[src/rtl/adc_log_pkg.sv]
// Shared types and elaboration-time helpers for the multi-channel ADC averaging logger.
package adc_log_pkg;

    typedef enum logic [1:0] {
        ST_IDLE    = 2'd0,
        ST_CAPTURE = 2'd1,
        ST_DONE    = 2'd2
    } state_t;

    function automatic int clog2_f(input int v);
        int r;
        r = 0;
        for (int i = 0; i < 31; i++) begin
            if ((1 << i) < v) r = i + 1;
        end
        return r;
    endfunction

    // Channel-index width; a single channel still carries one index bit.
    function automatic int ciw_f(input int n);
        return (clog2_f(n) < 1) ? 1 : clog2_f(n);
    endfunction

endpackage

[src/rtl/adc_avg_logger_if.sv]
// ADC response stream plus buffer read port of the averaging logger.
interface adc_avg_logger_if #(
    parameter int ADC_W = 12,
    parameter int RDW   = 13
);
    // Handshake: the ADC stream has no backpressure, a sample is consumed in the cycle
    // adc_valid is high; rd_en is a request taken only when the buffer is not empty and
    // is answered by a one-cycle rd_valid pulse with rd_data on the following cycle.
    logic             adc_valid;
    logic [4:0]       adc_channel;
    logic [ADC_W-1:0] adc_data;
    logic             rd_en;
    logic [RDW-1:0]   rd_data;
    logic             rd_valid;

    modport master (
        output adc_valid, adc_channel, adc_data, rd_en,
        input  rd_data, rd_valid
    );

    modport slave (
        input  adc_valid, adc_channel, adc_data, rd_en,
        output rd_data, rd_valid
    );
endinterface

[src/rtl/sample_ring_buf.sv]
// Simple dual-port sample store with a registered read port; old data on same-address read/write.
module sample_ring_buf
    import adc_log_pkg::*;
#(
    parameter int DEPTH = 16,
    parameter int W     = 13,
    localparam int AW   = clog2_f(DEPTH)
) (
    input  logic          clk,
    input  logic          rst,
    input  logic          i_we,
    input  logic [AW-1:0] i_waddr,
    input  logic [W-1:0]  i_wdata,
    input  logic          i_re,
    input  logic [AW-1:0] i_raddr,
    output logic [W-1:0]  o_rdata
);
    logic [W-1:0] r_mem [DEPTH];
    logic [W-1:0] r_rdata;

    always_ff @(posedge clk) begin
        if (i_we) r_mem[i_waddr] <= i_wdata;
    end

    always_ff @(posedge clk or negedge rst) begin
        if (!rst) begin
            r_rdata <= '0;
        end else if (i_re) begin
            r_rdata <= r_mem[i_raddr];
        end
    end

    assign o_rdata = r_rdata;
endmodule

[src/rtl/adc_avg_logger.sv]
// Per-channel box-car averager feeding a circular log of {channel, average} entries.
module adc_avg_logger
    import adc_log_pkg::*;
#(
    parameter int NUM_CH   = 2,
    parameter int CH_BASE  = 1,
    parameter int ADC_W    = 12,
    parameter int AVG_LOG2 = 2,
    parameter int DEPTH    = 16,
    localparam int CIW     = ciw_f(NUM_CH),
    localparam int AW      = clog2_f(DEPTH),
    localparam int CW      = AW + 1,
    localparam int RDW     = CIW + ADC_W
) (
    input  logic              clk,
    input  logic              rst,
    adc_avg_logger_if.slave   bus,
    input  logic [NUM_CH-1:0] chan_en,
    input  logic              oneshot,
    input  logic              start,
    output logic [CW-1:0]     count,
    output logic              empty,
    output logic              full,
    output logic              overflow,
    output logic              busy,
    output logic [7:0]        led_dout,
    output state_t            state_dbg
);
    localparam int ACC_W = ADC_W + AVG_LOG2;
    localparam int SCW   = (AVG_LOG2 > 0) ? AVG_LOG2 : 1;
    localparam logic [SCW-1:0] SCNT_LAST = SCW'((1 << AVG_LOG2) - 1);

    state_t             r_state;
    logic               r_busy;
    logic [ACC_W-1:0]   r_acc  [NUM_CH];
    logic [SCW-1:0]     r_scnt [NUM_CH];
    logic               r_s1_valid;
    logic [CIW-1:0]     r_s1_idx;
    logic [ADC_W-1:0]   r_s1_avg;
    logic [AW-1:0]      r_wr_ptr;
    logic [AW-1:0]      r_rd_ptr;
    logic [CW-1:0]      r_count;
    logic               r_overflow;
    logic               r_rd_valid;
    logic [7:0]         r_led;

    logic [5:0]         w_ch_ext;
    logic               w_in_range;
    logic [CIW-1:0]     w_idx;
    logic               w_accept;
    logic [ACC_W-1:0]   w_sum;
    logic               w_last;
    logic               w_empty;
    logic               w_full;
    logic               w_rd_acc;
    logic               w_wr;
    logic               w_ovw;
    logic [RDW-1:0]     w_ram_rdata;

    always_comb begin
        w_ch_ext   = {1'b0, bus.adc_channel};
        w_in_range = (w_ch_ext >= 6'(CH_BASE)) && (w_ch_ext < 6'(CH_BASE + NUM_CH));
        w_idx      = CIW'(w_ch_ext - 6'(CH_BASE));
        w_accept   = bus.adc_valid && (r_state == ST_CAPTURE) && w_in_range &&
                     chan_en[w_idx] && !start;
        w_sum      = r_acc[w_idx] + ACC_W'(bus.adc_data);
        w_last     = (r_scnt[w_idx] == SCNT_LAST);
    end

    // A full buffer in one-shot mode drops writes unless a read frees a slot that cycle.
    always_comb begin
        w_empty  = (r_count == '0);
        w_full   = (r_count == CW'(DEPTH));
        w_rd_acc = bus.rd_en && !w_empty && !start;
        w_wr     = r_s1_valid && !start && (!w_full || w_rd_acc || !oneshot);
        w_ovw    = w_wr && w_full && !w_rd_acc;
    end

    // Stage 1: accumulate; on the last sample of a window register the truncated mean.
    always_ff @(posedge clk or negedge rst) begin
        if (!rst) begin
            for (int i = 0; i < NUM_CH; i++) begin
                r_acc[i]  <= '0;
                r_scnt[i] <= '0;
            end
            r_s1_valid <= 1'b0;
            r_s1_idx   <= '0;
            r_s1_avg   <= '0;
        end else if (start) begin
            for (int i = 0; i < NUM_CH; i++) begin
                r_acc[i]  <= '0;
                r_scnt[i] <= '0;
            end
            r_s1_valid <= 1'b0;
        end else begin
            r_s1_valid <= 1'b0;
            if (w_accept) begin
                if (w_last) begin
                    r_acc[w_idx]  <= '0;
                    r_scnt[w_idx] <= '0;
                    r_s1_valid    <= 1'b1;
                    r_s1_idx      <= w_idx;
                    r_s1_avg      <= w_sum[AVG_LOG2 +: ADC_W];
                end else begin
                    r_acc[w_idx]  <= w_sum;
                    r_scnt[w_idx] <= r_scnt[w_idx] + SCW'(1);
                end
            end
        end
    end

    // Stage 2: ring pointers, occupancy and sticky overflow.
    always_ff @(posedge clk or negedge rst) begin
        if (!rst) begin
            r_wr_ptr   <= '0;
            r_rd_ptr   <= '0;
            r_count    <= '0;
            r_overflow <= 1'b0;
            r_rd_valid <= 1'b0;
            r_led      <= '0;
        end else if (start) begin
            r_wr_ptr   <= '0;
            r_rd_ptr   <= '0;
            r_count    <= '0;
            r_overflow <= 1'b0;
            r_rd_valid <= 1'b0;
        end else begin
            r_rd_valid <= w_rd_acc;
            if (w_wr) begin
                r_wr_ptr <= r_wr_ptr + AW'(1);
                r_led    <= r_s1_avg[ADC_W-1 -: 8];
            end
            if (w_rd_acc || w_ovw) r_rd_ptr <= r_rd_ptr + AW'(1);
            if (w_ovw) r_overflow <= 1'b1;
            case ({w_wr && !w_ovw, w_rd_acc})
                2'b10:   r_count <= r_count + CW'(1);
                2'b01:   r_count <= r_count - CW'(1);
                default: r_count <= r_count;
            endcase
        end
    end

    always_ff @(posedge clk or negedge rst) begin
        if (!rst) begin
            r_state <= ST_IDLE;
            r_busy  <= 1'b0;
        end else if (start) begin
            r_state <= ST_CAPTURE;
            r_busy  <= 1'b1;
        end else if ((r_state == ST_CAPTURE) && oneshot && w_wr && !w_rd_acc &&
                     (r_count == CW'(DEPTH - 1))) begin
            r_state <= ST_DONE;
            r_busy  <= 1'b0;
        end
    end

    sample_ring_buf #(
        .DEPTH (DEPTH),
        .W     (RDW)
    ) u_ring (
        .clk     (clk),
        .rst     (rst),
        .i_we    (w_wr),
        .i_waddr (r_wr_ptr),
        .i_wdata ({r_s1_idx, r_s1_avg}),
        .i_re    (w_rd_acc),
        .i_raddr (r_rd_ptr),
        .o_rdata (w_ram_rdata)
    );

    assign bus.rd_data  = w_ram_rdata;
    assign bus.rd_valid = r_rd_valid;
    assign count        = r_count;
    assign empty        = w_empty;
    assign full         = w_full;
    assign overflow     = r_overflow;
    assign busy         = r_busy;
    assign led_dout     = r_led;
    assign state_dbg    = r_state;
endmodule

[src/flat_wrapper.sv]
// flat-port wrapper written by rule: the top's interface ports become plain ports
module adc_avg_logger_flat import adc_log_pkg::*;
#(
    parameter int NUM_CH   = 2,
    parameter int CH_BASE  = 1,
    parameter int ADC_W    = 12,
    parameter int AVG_LOG2 = 2,
    parameter int DEPTH    = 16,
    localparam int CIW     = ciw_f(NUM_CH),
    localparam int AW      = clog2_f(DEPTH),
    localparam int CW      = AW + 1,
    localparam int RDW     = CIW + ADC_W
)
  (clk, rst, chan_en, oneshot, start, count, empty, full, overflow, busy, led_dout, state_dbg, bus_adc_valid, bus_adc_channel, bus_adc_data, bus_rd_en, bus_rd_data, bus_rd_valid);
  adc_avg_logger_if #(.ADC_W(ADC_W), .RDW((13))) bus_i ();
  input  logic clk;
  input  logic rst;
  input  logic [NUM_CH-1:0] chan_en;
  input  logic oneshot;
  input  logic start;
  output logic [CW-1:0] count;
  output logic empty;
  output logic full;
  output logic overflow;
  output logic busy;
  output logic [7:0] led_dout;
  output state_t state_dbg;
  input wire logic [$bits(bus_i.adc_valid)-1:0] bus_adc_valid;
  input wire logic [$bits(bus_i.adc_channel)-1:0] bus_adc_channel;
  input wire logic [$bits(bus_i.adc_data)-1:0] bus_adc_data;
  input wire logic [$bits(bus_i.rd_en)-1:0] bus_rd_en;
  output wire logic [$bits(bus_i.rd_data)-1:0] bus_rd_data;
  output wire logic [$bits(bus_i.rd_valid)-1:0] bus_rd_valid;
  assign bus_i.adc_valid = bus_adc_valid;
  assign bus_i.adc_channel = bus_adc_channel;
  assign bus_i.adc_data = bus_adc_data;
  assign bus_i.rd_en = bus_rd_en;
  assign bus_rd_data = bus_i.rd_data;
  assign bus_rd_valid = bus_i.rd_valid;
  adc_avg_logger #(.NUM_CH(NUM_CH), .CH_BASE(CH_BASE), .ADC_W(ADC_W), .AVG_LOG2(AVG_LOG2), .DEPTH(DEPTH)) u_core (.clk(clk), .rst(rst), .bus(bus_i), .chan_en(chan_en), .oneshot(oneshot), .start(start), .count(count), .empty(empty), .full(full), .overflow(overflow), .busy(busy), .led_dout(led_dout), .state_dbg(state_dbg));
endmodule
[config.mk]
export PLATFORM = sky130hd
export DESIGN_NAME = adc_avg_logger_flat
export DESIGN_NICKNAME = d
export VERILOG_FILES = /design/src/rtl/adc_log_pkg.sv /design/src/rtl/adc_avg_logger_if.sv /design/src/rtl/sample_ring_buf.sv /design/src/rtl/adc_avg_logger.sv /design/src/flat_wrapper.sv
export SDC_FILE = /design/constraint.sdc
export NUM_CORES = 1
export LEC_CHECK = 0
export CAP_MARGIN = 20
export CELL_PAD_IN_SITES_DETAIL_PLACEMENT = 0
export CELL_PAD_IN_SITES_GLOBAL_PLACEMENT = 1
export CORE_MARGIN = 4
export CORE_UTILIZATION = 55
export DETAILED_ROUTE_END_ITERATION = 8
export GPL_TIMING_DRIVEN = 0
export PLACE_DENSITY_LB_ADDON = 0.1
export SLEW_MARGIN = 20
export SYNTH_ARGS = -nofsm -noshare
export SYNTH_HDL_FRONTEND = slang
export SYNTH_SLANG_ARGS = --single-unit
[constraint.sdc]
create_clock -name clk -period 5.3 [get_ports clk]
set_clock_uncertainty 0.05 [all_clocks]
set_input_delay 1.06 -clock clk [delete_from_list [all_inputs] [get_ports clk]]
set_output_delay 1.06 -clock clk [all_outputs]
set_load 0.02 [all_outputs]
==> results.md <==
- Status: finished, final reports clean
- Core area: 21960 sq um
- Worst Max-Slew Pin Slew: 0.9098 ns
- Hpwl dp: 18070 um
- Starting DRT DRC Count: 448
- Antenna diodes: 0
- Worst Path Max Fanout: 10
- DIE WIDTH: 157.9 um
- Synth top area share: 50.55%
- Final Core Density: 64.74%
- CP top delay family: buffers and inverters
- # nets final: 910
- Dpl ws: 0.5708 ns
- Kind of critical path: in2reg
- Register area share after synthesis: 67.56%
- Fill count: 1518
- Combinational power share: 12.9%
- Ys Warns: 0
- Mapped cell area: 12360 sq um
- Clock root buffer: clkbuf_16
- Synth top area cells: edfxtp_1, dfrtp_1, mux4_2
- Vias per inst: 5.982
- Wire length per cell: 22.76 um
- Final setup TNS: 0 ns
- Post-CTS resize count: 0
- Floorplan row count: 54
- Routed vias: 6957
- Gr usage total: 21.87%
- Synth unique cells: 56
- Largest net degree at the start of global routing: 46
- Fin Hold WS: 0.4298 ns
- # port buffers: 55
- # hold bufs at CTS: 0
- Initial Util: 56.27%
- Crit path time final: 4.190 ns
- Max Clk Rate: 238.6 MHz
- Buffers & Inverters on Critical Path: 4
- Total grt overflow: 0
- Max Cap Viol: 0
- Dominant cell type by area after synthesis: edfxtp_1
- RSZ-0062 raised after global routing: no
- Count of clock tree sinks: 292
- Switching Fraction: 24.02%
- CTS Buffer Depth: 3
- Dpl cell area: 13330 sq um
- Pwr per Cell Area: 359.0 nW/um^2
- Syn Area/Cell: 16.03 sq um
- Final setup margin: 1.110 ns
- Io pins: 58
- Cell count after synthesis: 771
- Initial antenna violation count: 0
- Post-CTS setup buffers: 0
- Synth Register Bits: 292
- Worst VDD drop: 226.1 uV
- Hold Violations, Final: 0
- Antenna Violating Nets Remaining: 0
- Critical path's most frequent cell: clkbuf_1
- Die Y: 157.9 um
- CTS H-tree depth: 1
- Slowest stage delay, CP: 0.56 ns
- CTS tree: built
- Share of synthesized registers carrying an async set or reset: 28.77%
- Setup violators final: 0
- DRC violations left: 0
- First-pass GRT wire length: 41190 um
- Critical path capture point type: register
- Clk slew on worst S/H paths: 0.06 ns
- Clock share of power: 37.2%
- Number of synthesized flops with an enable pin: 208
- Synth Flop Type: edfxtp_1
- Worst skew pair latency: 0.53 ns
- Crit-path cells: buf_2, clkbuf_1, clkbuf_1, mux2_2, ha_1, clkbuf_1, a21oi_1, o211ai_1, a221oi_2, a21oi_1, mux2i_1, mux2_2
- Period utilization: 79.06%
- Switching Power: 1.225 mW
- Power share of the sequential group: 49.9%
- Startpoint types: input port
- Leakage: 5.587 nW
- Slew margin rel.: 39.35%
- Worst Hold Class: reg2reg
- Fin area: 14210 sq um
- CP max stage cell: clkbuf_1
- Area Overhead vs Synth: 15.05%
- Clock buffer count from CTS: 29
- GP Congestion: 0.8553
- Final wirelength: 26470 um
- Worst path required time: 5.71 ns
- DRT Pass-1 Iters: 5
- Cell-internal power: 3.877 mW
- Final Max Slew Viols: 0
- Worst EP arrival: 4.60 ns
- Number of global-route vias before repair: 7177
- Synthesized Nets: 819
- Die area: 24930 sq um
- Share of layout cells above drive strength 1: 19.37%
==> worst min-delay path: cells and delay by family, from the launching register on <==
family	cells	cell delay (ns)
flops	1	0.34
compound gates	1	0.06
simple gates	1	0.04
==> cell type report <==
| type | instances | area [sq um] | share of cell area, % |
|---|---|---|---|
| well taps | 280 | 350.3 | 2.465 |
| repair buffers | 60 | 598.1 | 4.207 |
| multi-input cells | 419 | 3776 | 26.56 |
| flip-flops and latches | 292 | 8348 | 58.73 |
| plain buffers | 37 | 175.2 | 1.232 |
| inverters | 23 | 86.33 | 0.6073 |
| clock buffers | 33 | 740.7 | 5.211 |
| clock inverters | 19 | 140.1 | 0.9858 |
==> metal layers <==
layer,up-vias,track usage [%],share of wire (%)
li1,3147,-,-
met1,3542,31.04,42
met2,230,36.06,49
met3,38,3.308,6.8
met4,0,5.817,2.4
met5,-,0,0
==> cells by family (layout without fill, tap and decap cells) <==
logic type / Yosys count / in the layout / share of synthesized area, %
adders and majority gates: 23 / 23 / 2.451
DFF: 292 / 292 / 67.56
and+or+nand+nor: 141 / 141 / 5.934
muxes: 106 / 106 / 14.10
buffers and inverters: 60 / 172 / 2.116
AOI/OAI and AO/OA: 131 / 131 / 6.562
xor gates and xnor gates: 18 / 18 / 1.276
==> Yosys cell counts, drive strengths merged (4+ instances only) <==
cell    instances
ha             21
and2            6
inv            23
a21o            6
dfrtp          84
nand3          18
buf            19
xnor2           8
o21ai          64
mux2i          30
nor2           25
nor2b           4
nand2          56
edfxtp        208
xor2           10
and3            4
mux2           24
a22o            8
nor3            9
a21oi          32
clkbuf         18
nand2b          5
mux4           52
nand4           4
==> layout by cell type (no fill, tap or decap), types with 4 or more instances in the layout <==
cell             count
a21o_1               6
a21oi_1             25
a21oi_2              6
a22o_1               8
and2_1               6
and3_1               4
buf_2               14
buf_4                6
clkbuf_1            22
clkbuf_16           29
clkdlybuf4s50_1     54
clkinv_1            10
clkinv_2             4
dfrtp_1             84
edfxtp_1           208
ha_1                21
inv_1               22
mux2_2              24
mux2i_1             30
mux4_2              52
nand2_1             56
nand2b_1             5
nand3_1             12
nand3_2              6
nand4_1              4
nor2_1              18
nor2_2               7
nor3_1               4
nor3_2               5
o21ai_0             50
o21ai_1             14
xnor2_1              8
xor2_1              10
==> state kept, by name, indices dropped and copies added (netlist names) <==
name                   count
u_core.u_ring.r_mem      208
u_core.r_s1_valid          1
u_core.u_ring.o_rdata     13
u_core.r_s1_idx            1
u_core.state_dbg           2
u_core.r_acc              28
u_core.r_s1_avg           12
u_core.count               5
u_core.r_wr_ptr            4
u_core.bus.rd_valid        1
u_core.led_dout            8
u_core.r_rd_ptr            4
u_core.r_scnt              4
u_core.overflow            1
==> power by group through the flow <==
stage	Sequential (mW)	Clock (mW)	Combinational (mW)
6_report	2.55	1.90	0.656
5_1_grt	2.56	2.03	0.718
4_1_cts	2.55	1.93	0.666
3_5_place_dp	2.59	0	0.665
3_3_place_gp	2.59	0	0.652
2_1_floorplan	2.66	0	0.333
==> through the flow <==
step	total power, mW	std cells
after global placement	3.240	1106
after global routing	5.306	1163
after floorplan	2.989	771
final	5.103	1163
after detailed placement	3.258	1111
after CTS	5.145	1163
==> final timing paths <==
| check | slack (ns) | end | cells after the start | start |
|---|---|---|---|---|
| hold reg to reg | 0.43 | u_core.r_acc[7] | 2 | u_core.r_acc[7] |
| setup / recovery | 1.11 | u_core.r_s1_avg[11] | 12 | bus_adc_channel[0] |
| setup reg to reg | 1.62 | u_core.count[4] | 14 | u_core.count[1] |
| min in group asynchronous | 0.48 | u_core.u_ring.o_rdata[4] | 1 | rst |
| hold / removal | 0.43 | u_core.r_acc[7] | 2 | u_core.r_acc[7] |
| max in group asynchronous | 4.05 | u_core.r_acc[6] | 2 | rst |
Note: power is estimated with default switching activity, not from simulation.
==> edit: new RTL, config.mk and constraints unchanged <==
`NUM_CH` is set to 2 in 2 places; all go to 1.
--- a/src/rtl/adc_avg_logger.sv
+++ b/src/rtl/adc_avg_logger.sv
@@ -2,7 +2,7 @@
 module adc_avg_logger
     import adc_log_pkg::*;
 #(
-    parameter int NUM_CH   = 2,
+    parameter int NUM_CH   = 1,
     parameter int CH_BASE  = 1,
     parameter int ADC_W    = 12,
     parameter int AVG_LOG2 = 2,
--- a/src/flat_wrapper.sv
+++ b/src/flat_wrapper.sv
@@ -1,7 +1,7 @@
 // flat-port wrapper written by rule: the top's interface ports become plain ports
 module adc_avg_logger_flat import adc_log_pkg::*;
 #(
-    parameter int NUM_CH   = 2,
+    parameter int NUM_CH   = 1,
     parameter int CH_BASE  = 1,
     parameter int ADC_W    = 12,
     parameter int AVG_LOG2 = 2,
Ports: changed (resized chan_en); port bits go from 58 to 57. The function was not compared with the original's and may differ.
==> edit against the original RTL <==
  * Synthesized area is 7.3% lower
  * Count of clock-buffer cells in the layout is 1 higher
  * Non-clock buffer count down 12
  * Final area decreased by 7.1%
  * Sequential cell count fell by 16
  * Sequential power shrank 5%
  * Routed wire length shrank 11%
  * Via count down 15%
  * Total power is 5.0% lower
  * Synthesized cell count fell by 19%
  * Setup slack improved by 0.65 ns
  * Combinational power shrank 3.5%
==> edit: results (changes against the original RTL) <==
[worst_setup_path]
cp_slowest_stage_delay_ns = 0.64  ; was 0.56 ns
ff2ff_path_depth = 11  ; was 14
arrival_ns = 2.43  ; was 4.60 ns
crit_fanout = 6  ; was 10
crit_path_top_delay_cell = clkdlybuf4s50_1  ; was clkbuf_1

[run_status]
outcome = finished, final reports clean  ; unchanged

[place]
dp.cells = 951  ; was 1,111
io_buffers = 56  ; was 55
post-dp-hpwl_um = 15400  ; was 18,100 µm
gp_congestion = 0.871  ; was 0.855
dpl_cell_area_mm2 = 0.0124  ; was 0.0133 mm²
post-place-ws_ns = 1.25  ; was 0.571 ns

[global_route]
grtUsageTotal_pct = 20.5  ; was 21.9%
grt_pass1_vias = 6173  ; was 7,177
grt_max_degree = 51  ; was 46

[power]
ir_drop_mv = 0.213  ; was 0.226 mV
swShare_pct = 23.4  ; was 24.0%
p_leak_nw = 5.23  ; was 5.59 nW

[synth]
synthCells = 624  ; was 771
synth_compound_gate_area_share_pct = 4.01  ; was 6.56%
synthDistinctLibCells = 53  ; was 56
synth_fa_ha_area_share_pct = 2.64  ; was 2.45%
muxShareOfSynthArea_pct = 16.3  ; was 14.1%
yosys-top-cells-area = edfxtp_1, dfrtp_1, mux4_2  ; unchanged
synthTopCellsByCount = edfxtp_1, dfrtp_1, mux4_2, mux2_2, nand2_1  ; was edfxtp_1, dfrtp_1, nand2_1, mux4_2, o21ai_0
syn_nets = 671  ; was 819
seq_area_frac_synth_pct = 69.4  ; was 67.6%
synth-xor-area-share_pct = 1.30  ; was 1.28%

[layout]
nets = 757  ; was 910
nFillCells = 1387  ; was 1,518

[routing]
viasPerCell = 5.94  ; was 5.98
wire_per_inst_um = 23.5  ; was 22.8 µm
totalWireLength_um = 23500  ; was 26,500 µm
first_iter_violations = 401  ; was 448
dr.pass1.iters = 4  ; was 5

[clocking]
cts_buffers = 27  ; was 29

[timing]
max_slew_margin_pct = 40.5  ; was 39.3%

[min_path]
hold_class = in2async  ; was reg2reg

-- edit: final timing paths --
path | start | end | slack [ns]
hold reg to reg | u_core.r_acc[2] | u_core.r_acc[2] | 0.45
setup / recovery | u_core.count[0] | full | 1.76
min in group clk | u_core.r_acc[2] | u_core.r_acc[2] | 0.45
hold / removal | rst | u_core.u_ring.o_rdata[12] | 0.39
max in group asynchronous | rst | u_core.r_wr_ptr[3] | 4.22
setup reg to reg | u_core.count[0] | u_core.count[4] | 2.06
-- edit: final cells by class --
| cell class | count | area (µm²) | area share, % |
|---|---|---|---|
| clock buffer | 34 | 712 | 5.39 |
| sequential | 276 | 7950 | 60.2 |
| tap | 270 | 338 | 2.56 |
| clock inverter | 14 | 118 | 0.890 |
| multi-input combinational | 307 | 3310 | 25.0 |
| inverter | 13 | 48.8 | 0.369 |
| timing repair buffer | 57 | 586 | 4.43 |
| buffer | 28 | 154 | 1.17 |
-- edit: power groups by stage --
| stage | sequential, mW | combinational [mW] | clock [mW] |
|---|---|---|---|
| after floorplan | 2.53 | 0.309 | 0 |
| after global placement | 2.45 | 0.626 | 0 |
| after detailed placement | 2.46 | 0.642 | 0 |
| after CTS | 2.41 | 0.646 | 1.83 |
| after global routing | 2.42 | 0.684 | 1.94 |
| final | 2.41 | 0.633 | 1.80 |
-- edit: critical path: cells and delay by family, from the launching register on --
kind | cells | cell delay (ns)
AND/OR/NAND/NOR | 2 | 0.83
buffers and inverters | 1 | 0.64
flip-flops | 1 | 0.44
-- edit: routing by layer --
| layer | share of wire [%] | global-route usage, % | vias to the layer above |
|---|---|---|---|
| li1 | - | - | 2662 |
| met1 | 43 | 29.0 | 3090 |
| met2 | 50 | 34.7 | 162 |
| met3 | 5.1 | 3.07 | 23 |
| met4 | 1.3 | 4.11 | 0 |
| met5 | 0 | 0 | - |
